File: src/rtl/dmem_lsu_ctrl.sv
`default_nettype none
// ============================================================================
// Module   : dmem_lsu_ctrl
// Purpose  : Load/store front-end for a word-addressed, byte-column data
//            memory with 1-cycle read latency and per-byte write enables.
//            Converts byte-addressed CPU requests into memory strobes and
//            returns aligned, sign/zero-extended load data.
// Ports    : clk_i/reset_i        clock, synchronous active-high reset
//            req_*_i / req_ready_o CPU request (valid/ready handshake)
//            mem_*_o / mem_dout_i  memory controls and registered read data
//            rsp_*_o               load / error response (no backpressure)
// Config   : DMEM_LSU_MISALIGN_EN - when defined, word-crossing half/word
//            requests are split into two accesses; otherwise they error.
// Revision : 1.0 - initial release
// ============================================================================
module dmem_lsu_ctrl #(
   parameter int ADDR_WIDTH = 10,
   parameter int TAG_WIDTH  = 5
) (
   input  logic                  clk_i,
   input  logic                  reset_i,
   input  logic                  req_valid_i,
   output logic                  req_ready_o,
   input  logic                  req_st_i,
   input  logic [1:0]            req_size_i,
   input  logic                  req_signed_i,
   input  logic [ADDR_WIDTH+1:0] req_addr_i,
   input  logic [31:0]           req_wdata_i,
   input  logic [TAG_WIDTH-1:0]  req_tag_i,
   output logic [ADDR_WIDTH-1:0] mem_addr_o,
   output logic [3:0]            mem_we_o,
   output logic [31:0]           mem_din_o,
   output logic                  mem_valid_st_o,
   output logic                  mem_spec_ld_o,
   input  logic [31:0]           mem_dout_i,
   output logic                  rsp_valid_o,
   output logic [31:0]           rsp_data_o,
   output logic [TAG_WIDTH-1:0]  rsp_tag_o,
   output logic                  rsp_err_o
);

   // Byte rotations: left places datum byte 0 on lane 'n'; right brings lane 'n' to byte 0.
   function automatic logic [31:0] rol_bytes(input logic [31:0] d, input logic [1:0] n);
      case (n)
         2'd0:    rol_bytes = d;
         2'd1:    rol_bytes = {d[23:0], d[31:24]};
         2'd2:    rol_bytes = {d[15:0], d[31:16]};
         default: rol_bytes = {d[7:0],  d[31:8]};
      endcase
   endfunction

   function automatic logic [31:0] ror_bytes(input logic [31:0] d, input logic [1:0] n);
      case (n)
         2'd0:    ror_bytes = d;
         2'd1:    ror_bytes = {d[7:0],  d[31:8]};
         2'd2:    ror_bytes = {d[15:0], d[31:16]};
         default: ror_bytes = {d[23:0], d[31:24]};
      endcase
   endfunction

   logic [1:0]            off;
   logic [ADDR_WIDTH-1:0] waddr;
   logic                  accept;
   logic                  err;
   logic [3:0]            mask;
   logic [3:0]            we_lo;
   logic [31:0]           repl;
   logic [31:0]           din_rot;

   assign off     = req_addr_i[1:0];
   assign waddr   = req_addr_i[ADDR_WIDTH+1:2];
   assign accept  = req_valid_i && req_ready_o;

   always_comb begin
      mask = 4'b1111;
      repl = req_wdata_i;
      case (req_size_i)
         2'd0: begin
            mask = 4'b0001;
            repl = {4{req_wdata_i[7:0]}};
         end
         2'd1: begin
            mask = 4'b0011;
            repl = {2{req_wdata_i[15:0]}};
         end
         default: ;
      endcase
   end

   // Rotating the datum by the offset puts the low bytes on lanes o..3 and the
   // remaining bytes on lanes 0.., so both halves of a split share one din.
   assign din_rot = rol_bytes(repl, off);

   logic                  pend_q;
   logic                  err_q;
   logic [TAG_WIDTH-1:0]  tag_q;
   logic [1:0]            size_q;
   logic                  sgn_q;
   logic [1:0]            off_q;
   logic [31:0]           rot;
   logic [31:0]           merged;
   logic [31:0]           ext;

   assign rot = ror_bytes(mem_dout_i, off_q);

`ifdef DMEM_LSU_MISALIGN_EN
   localparam logic [0:0] S_IDLE  = 1'b0;
   localparam logic [0:0] S_SPLIT = 1'b1;

   logic [0:0]            state_q, state_d;
   logic [7:0]            we_wide;
   logic                  split;
   logic                  merge_q;
   logic                  st2_q;
   logic [31:0]           part1_q;
   logic [31:0]           din2_q;
   logic [3:0]            we2_q;
   logic [ADDR_WIDTH-1:0] addr2_q;

   assign we_wide     = {4'b0000, mask} << off;
   assign we_lo       = we_wide[3:0];
   assign err         = (req_size_i == 2'd3);
   assign split       = !err && (we_wide[7:4] != 4'b0000);
   assign req_ready_o = !reset_i && (state_q == S_IDLE);

   always_comb begin
      state_d = state_q;
      if (state_q == S_SPLIT)
         state_d = S_IDLE;
      else if (accept && split)
         state_d = S_SPLIT;
   end

   // Part-1 bytes occupy the low (4-o) bytes of the datum; the rest come from word A+1.
   always_comb begin
      merged = rot;
      if (merge_q) begin
         for (int k = 0; k < 4; k++) begin
            if (k + int'(off_q) < 4)
               merged[8*k +: 8] = part1_q[8*k +: 8];
         end
      end
   end
`else
   assign we_lo       = mask << off;
   assign err         = (req_size_i == 2'd3) ||
                        ((req_size_i == 2'd1) && off[0]) ||
                        ((req_size_i == 2'd2) && (off != 2'd0));
   assign req_ready_o = !reset_i;
   assign merged      = rot;
`endif

   always_comb begin
      mem_addr_o     = waddr;
      mem_din_o      = din_rot;
      mem_we_o       = 4'b0000;
      mem_valid_st_o = 1'b0;
      mem_spec_ld_o  = 1'b0;
`ifdef DMEM_LSU_MISALIGN_EN
      if (state_q == S_SPLIT) begin
         mem_addr_o = addr2_q;
         mem_din_o  = din2_q;
         if (st2_q) begin
            mem_we_o       = we2_q;
            mem_valid_st_o = 1'b1;
         end else begin
            mem_spec_ld_o  = 1'b1;
         end
      end else
`endif
      if (accept && !err) begin
         if (req_st_i) begin
            mem_we_o       = we_lo;
            mem_valid_st_o = 1'b1;
         end else begin
            mem_spec_ld_o  = 1'b1;
         end
      end
      // Strobes must never reach memory while reset is high (covers the split cycle).
      if (reset_i) begin
         mem_we_o       = 4'b0000;
         mem_valid_st_o = 1'b0;
         mem_spec_ld_o  = 1'b0;
      end
   end

   always_ff @(posedge clk_i) begin
      if (reset_i) begin
         pend_q  <= 1'b0;
         err_q   <= 1'b0;
         tag_q   <= '0;
         size_q  <= 2'd0;
         sgn_q   <= 1'b0;
         off_q   <= 2'd0;
`ifdef DMEM_LSU_MISALIGN_EN
         state_q <= S_IDLE;
         merge_q <= 1'b0;
         st2_q   <= 1'b0;
         part1_q <= 32'd0;
         din2_q  <= 32'd0;
         we2_q   <= 4'b0000;
         addr2_q <= '0;
`endif
      end else begin
         pend_q <= 1'b0;
         err_q  <= 1'b0;
         if (accept) begin
            tag_q  <= req_tag_i;
            size_q <= req_size_i;
            sgn_q  <= req_signed_i;
            off_q  <= off;
            if (err) begin
               pend_q <= 1'b1;
               err_q  <= 1'b1;
            end else if (!req_st_i) begin
               pend_q <= 1'b1;
            end
         end
`ifdef DMEM_LSU_MISALIGN_EN
         state_q <= state_d;
         merge_q <= 1'b0;
         if (accept && split) begin
            // A split load responds only after its second access.
            pend_q  <= 1'b0;
            st2_q   <= req_st_i;
            din2_q  <= din_rot;
            we2_q   <= we_wide[7:4];
            addr2_q <= waddr + ADDR_WIDTH'(1);
         end
         if (state_q == S_SPLIT && !st2_q) begin
            pend_q  <= 1'b1;
            merge_q <= 1'b1;
            part1_q <= rot;
         end
`endif
      end
   end

   always_comb begin
      case (size_q)
         2'd0:    ext = {{24{sgn_q & merged[7]}},  merged[7:0]};
         2'd1:    ext = {{16{sgn_q & merged[15]}}, merged[15:0]};
         default: ext = merged;
      endcase
   end

   assign rsp_valid_o = pend_q && !reset_i;
   assign rsp_err_o   = err_q && rsp_valid_o;
   assign rsp_data_o  = (rsp_valid_o && !err_q) ? ext : 32'd0;
   assign rsp_tag_o   = rsp_valid_o ? tag_q : '0;

endmodule
`default_nettype wire

File: config.mk
export PLATFORM = sky130hd
export DESIGN_NAME = dmem_lsu_ctrl
export DESIGN_NICKNAME = d
export VERILOG_FILES = /design/src/rtl/dmem_lsu_ctrl.sv
export SDC_FILE = /design/constraint.sdc
export NUM_CORES = 1
export LEC_CHECK = 0
export CORE_UTILIZATION = 40
export CTS_CLUSTER_DIAMETER = 200
export CTS_CLUSTER_SIZE = 40
export DETAILED_ROUTE_END_ITERATION = 10
export PLACE_DENSITY = 0.89
export SLEW_MARGIN = 0
export SYNTH_ARGS = -nofsm -noshare
export SYNTH_HDL_FRONTEND = slang
export SYNTH_SLANG_ARGS = --single-unit
File: constraint.sdc
create_clock -name clk_i -period 7.1 [get_ports clk_i]
set_input_delay 2.13 -clock clk_i [delete_from_list [all_inputs] [get_ports clk_i]]
set_output_delay 2.13 -clock clk_i [all_outputs]
set_load 0.02 [all_outputs]
==> load_flow_metrics.sql <==
INSERT INTO impl_metrics (metric_group, metric, value, unit) VALUES
('run_status', 'run_status', 'completed', ''),
('clocking', 'cts-htree-levels', '1', ''),
('final_layout', 'fin_util', '0.6623', ''),
('synthesis', 'synth_sequential_area_ratio', '0.09112', ''),
('clocking', 'clkSlewWorstSetupHoldPaths', '0.05', 'ns'),
('critical_path', 'worst-setup-path-type', 'input pin to output pin', ''),
('critical_path', 'worst-path-max-fanout', '11', ''),
('drt', 'detail-route-antenna-nets', '0', ''),
('synthesis', 'yosysWarningCount', '0', ''),
('global_route', 'initial_antenna_violation_count', '0', ''),
('clocking', 'root_buffer', 'sky130_fd_sc_hd__clkbuf_8', ''),
('floorplanning', 'core_area', '0.006350', 'sq mm'),
('final_layout', 'layout_cell_share_with_drive_strength_beyond_1', '0.1200', ''),
('critical_path', 'cp.required', '4.97', 'ns'),
('drt', 'totalWireLength', '8858', 'microns'),
('final_layout', 'mostFrequentLayoutCell', 'sky130_fd_sc_hd__clkdlybuf4s50_1', ''),
('final_layout', 'mostFrequentLayoutCells', '154 x sky130_fd_sc_hd__clkdlybuf4s50_1, 81 x sky130_fd_sc_hd__mux2i_1, 34 x sky130_fd_sc_hd__nor2_1', ''),
('global_route', 'global_route_wire_length_before_repair', '14360', 'microns'),
('clocking', 'clock_insertion_delay_worst_skew', '0.23', 'ns'),
('floorplanning', 'die-width', '83.19', 'microns'),
('min_path', 'min-delay-path-class', 'flip-flop to flip-flop', ''),
('clocking', 'cts_hold_buf', '0', ''),
('critical_path', 'r2r_setup_slack', '5.94', 'ns'),
('timing', 'holdWs', '0.4875', 'ns'),
('synthesis', 'yosys_top_cell_by_area', 'sky130_fd_sc_hd__mux2i_1', ''),
('place', 'routabilityCongestion', '0.8561', ''),
('synthesis', 'yosysTopAreaCellShare', '0.3075', ''),
('floorplanning', 'rows', '29', ''),
('drt', 'routed_wire_length_per_instance', '16.05', 'microns'),
('floorplanning', 'design.die.area', '0.006920', 'sq mm'),
('final_layout', 'flow.area_growth_from_synthesis', '59.52', '%'),
('drt', 'num_vias', '3162', ''),
('synthesis', 'synth.cell_area', '0.002636', 'sq mm'),
('final_layout', 'finalNetCount', '564', ''),
('pwr', 'power.static_leakage', '1.721', 'nW'),
('timing', 'timing_max_transition_violations_final', '0', ''),
('synthesis', 'postSynthCellCount', '348', ''),
('pwr', 'p_per_cell_area', '102.8', 'mW/mm^2'),
('place', 'detailedPlacementHpwl', '6914', 'microns'),
('clocking', 'cts_inserted_buffers', '3', ''),
('drt', 'remaining_drc_errors', '0', ''),
('timing', 'slew_headroom', '0.3256', ''),
('timing', 'layout_min_cycle_time', '6.788', 'ns'),
('synthesis', 'biggest_area_contributors_in_the_synthesized_netlist', 'sky130_fd_sc_hd__mux2i_1 31%, sky130_fd_sc_hd__mux2_2 9.4%, sky130_fd_sc_hd__dfxtp_1 9.1%', ''),
('critical_path', 'worst-endpoint-arrival', '4.66', 'ns'),
('global_route', 'grt_usage', '0.2451', ''),
('timing', 'final_min_period_over_clock_period', '0.9561', ''),
('timing', 'rsz_0062_raised_after_global_routing', 'false', ''),
('synthesis', 'post_synth.cell_area_avg', '7.576', 'sq um'),
('pwr', 'peakVddDrop', '0.07275', 'mV'),
('timing', 'timing.clock.skew', '0', 'ns'),
('clocking', 'cts_resized', '0', ''),
('final_layout', 'nFillCells', '508', ''),
('timing', 'timing_hold_violations_final', '0', ''),
('pwr', 'design_power_total', '0.4321', 'mW'),
('place', 'detailed_place.area', '0.004150', 'sq mm'),
('final_layout', 'final-seq-area', '241.5', 'sq um'),
('drt', 'detailedRoute.firstIterationViolations', '109', ''),
('floorplanning', 'die_height', '83.19', 'microns'),
('place', 'io_buffer_count', '155', ''),
('final_layout', 'stdcell_area', '0.004205', 'sq mm'),
('flow_run', 'max_cap_viol_count', '0', ''),
('synthesis', 'ys_ff_latch', '12', ''),
('timing', 'setup-violations-final', '0', ''),
('drt', 'avgViaCountPerCell', '5.728', ''),
('critical_path', 'worstSetupStartpointType', 'input pin', ''),
('global_route', 'grt_pass1_vias', '3028', ''),
('timing', 'timing.setup.tns', '0', 'ns'),
('global_route', 'overflow', '0', ''),
('final_layout', 'multi_input_comb_area', '0.002150', 'sq mm'),
('final_layout', 'antennaDiodeCount', '0', '');
[path summary, 6_finish.rpt]
path	startpoint	endpoint	cells past startpoint
max	req_size_i[0]	mem_din_o[28]	5
min	tag_q[3]	tag_q[3]	2
max reg2reg	off_q[1]	off_q[1]	3
min reg2reg	tag_q[3]	tag_q[3]	2
[where the power goes]
group	leakage [nW]	switching, mW	total [mW]	internal, mW
sequential	0.0995	0.00282	0.0744	0.0715
clock	0.0288	0.0243	0.0732	0.0489
combinational	1.59	0.140	0.285	0.144
total	1.72	0.168	0.432	0.265
[sequential cells by signal (all words and copies together) (netlist names)]
register / cells
tag_q: 5
off_q: 2
size_q: 2
err_q: 1
pend_q: 1
sgn_q: 1
[logic make-up after synthesis]
group / share of synthesized area
AOI/OAI and AO/OA: 0.2459
buffers and inverters: 0.09350
DFF: 0.09112
muxes: 0.4357
and+or+nand+nor: 0.1338
[worst max-delay path, stage by stage]
cell,delay (ns)
sky130_fd_sc_hd__clkdlybuf4s50_1,0.58
sky130_fd_sc_hd__o21bai_1,0.87
sky130_fd_sc_hd__mux2i_1,0.23
sky130_fd_sc_hd__mux2i_1,0.21
sky130_fd_sc_hd__clkdlybuf4s50_1,0.63
[cells in the mapped netlist]
master	n
sky130_fd_sc_hd__mux2i_1	81
sky130_fd_sc_hd__nor2_1	34
sky130_fd_sc_hd__nand2_1	27
sky130_fd_sc_hd__a21oi_1	24
sky130_fd_sc_hd__mux2_2	22
sky130_fd_sc_hd__clkbuf_1	21
sky130_fd_sc_hd__o22ai_1	16
sky130_fd_sc_hd__o21ai_0	15
sky130_fd_sc_hd__buf_4	12
sky130_fd_sc_hd__dfxtp_1	12
sky130_fd_sc_hd__o21ai_2	10
sky130_fd_sc_hd__a21o_1	9
sky130_fd_sc_hd__a211oi_1	8
sky130_fd_sc_hd__o221ai_1	8
sky130_fd_sc_hd__o211ai_1	7
sky130_fd_sc_hd__and2_1	6
sky130_fd_sc_hd__buf_1	6
sky130_fd_sc_hd__buf_2	5
sky130_fd_sc_hd__inv_1	4
sky130_fd_sc_hd__mux4_2	4
sky130_fd_sc_hd__nor2b_1	3
sky130_fd_sc_hd__nor3_1	3
sky130_fd_sc_hd__buf_6	1
sky130_fd_sc_hd__clkinv_1	1
sky130_fd_sc_hd__nand2b_1	1
sky130_fd_sc_hd__nand3_1	1
sky130_fd_sc_hd__nand3b_1	1
sky130_fd_sc_hd__nand4_1	1
sky130_fd_sc_hd__nor3b_1	1
sky130_fd_sc_hd__o21bai_1	1
sky130_fd_sc_hd__o31ai_1	1
sky130_fd_sc_hd__or2_2	1
sky130_fd_sc_hd__or4b_4	1
[cell type report]
cell class / count / share of cell area
Clock buffer: 4 / 0.01309
Inverter: 5 / 0.004463
Tap cell: 77 / 0.02291
Sequential cell: 12 / 0.05742
Multi-Input combinational cell: 286 / 0.5112
Timing Repair Buffer: 168 / 0.3910
[per-layer routing]
| metal | routed length (microns) | vias to the layer above | global-route usage | share of wire |
|---|---|---|---|---|
| met5 | 0 | - | 0 | 0 |
| met4 | 57 | 0 | 0.04702 | 0.0064 |
| li1 | - | 1534 | - | - |
| met1 | 3490 | 1461 | 0.2861 | 0.39 |
| met3 | 828 | 6 | 0.05169 | 0.093 |
| met2 | 4482 | 161 | 0.4583 | 0.51 |
[stage by stage]
step | std cells | setup slack (ns)
floorplan | 348 | 1.399
global placement | 548 | 0.4037
detailed placement | 548 | 0.3145
CTS | 552 | 0.3023
global route | 552 | 0.1191
finish | 552 | 0.3117
No activity file was read; power rests on OpenSTA's default activity.
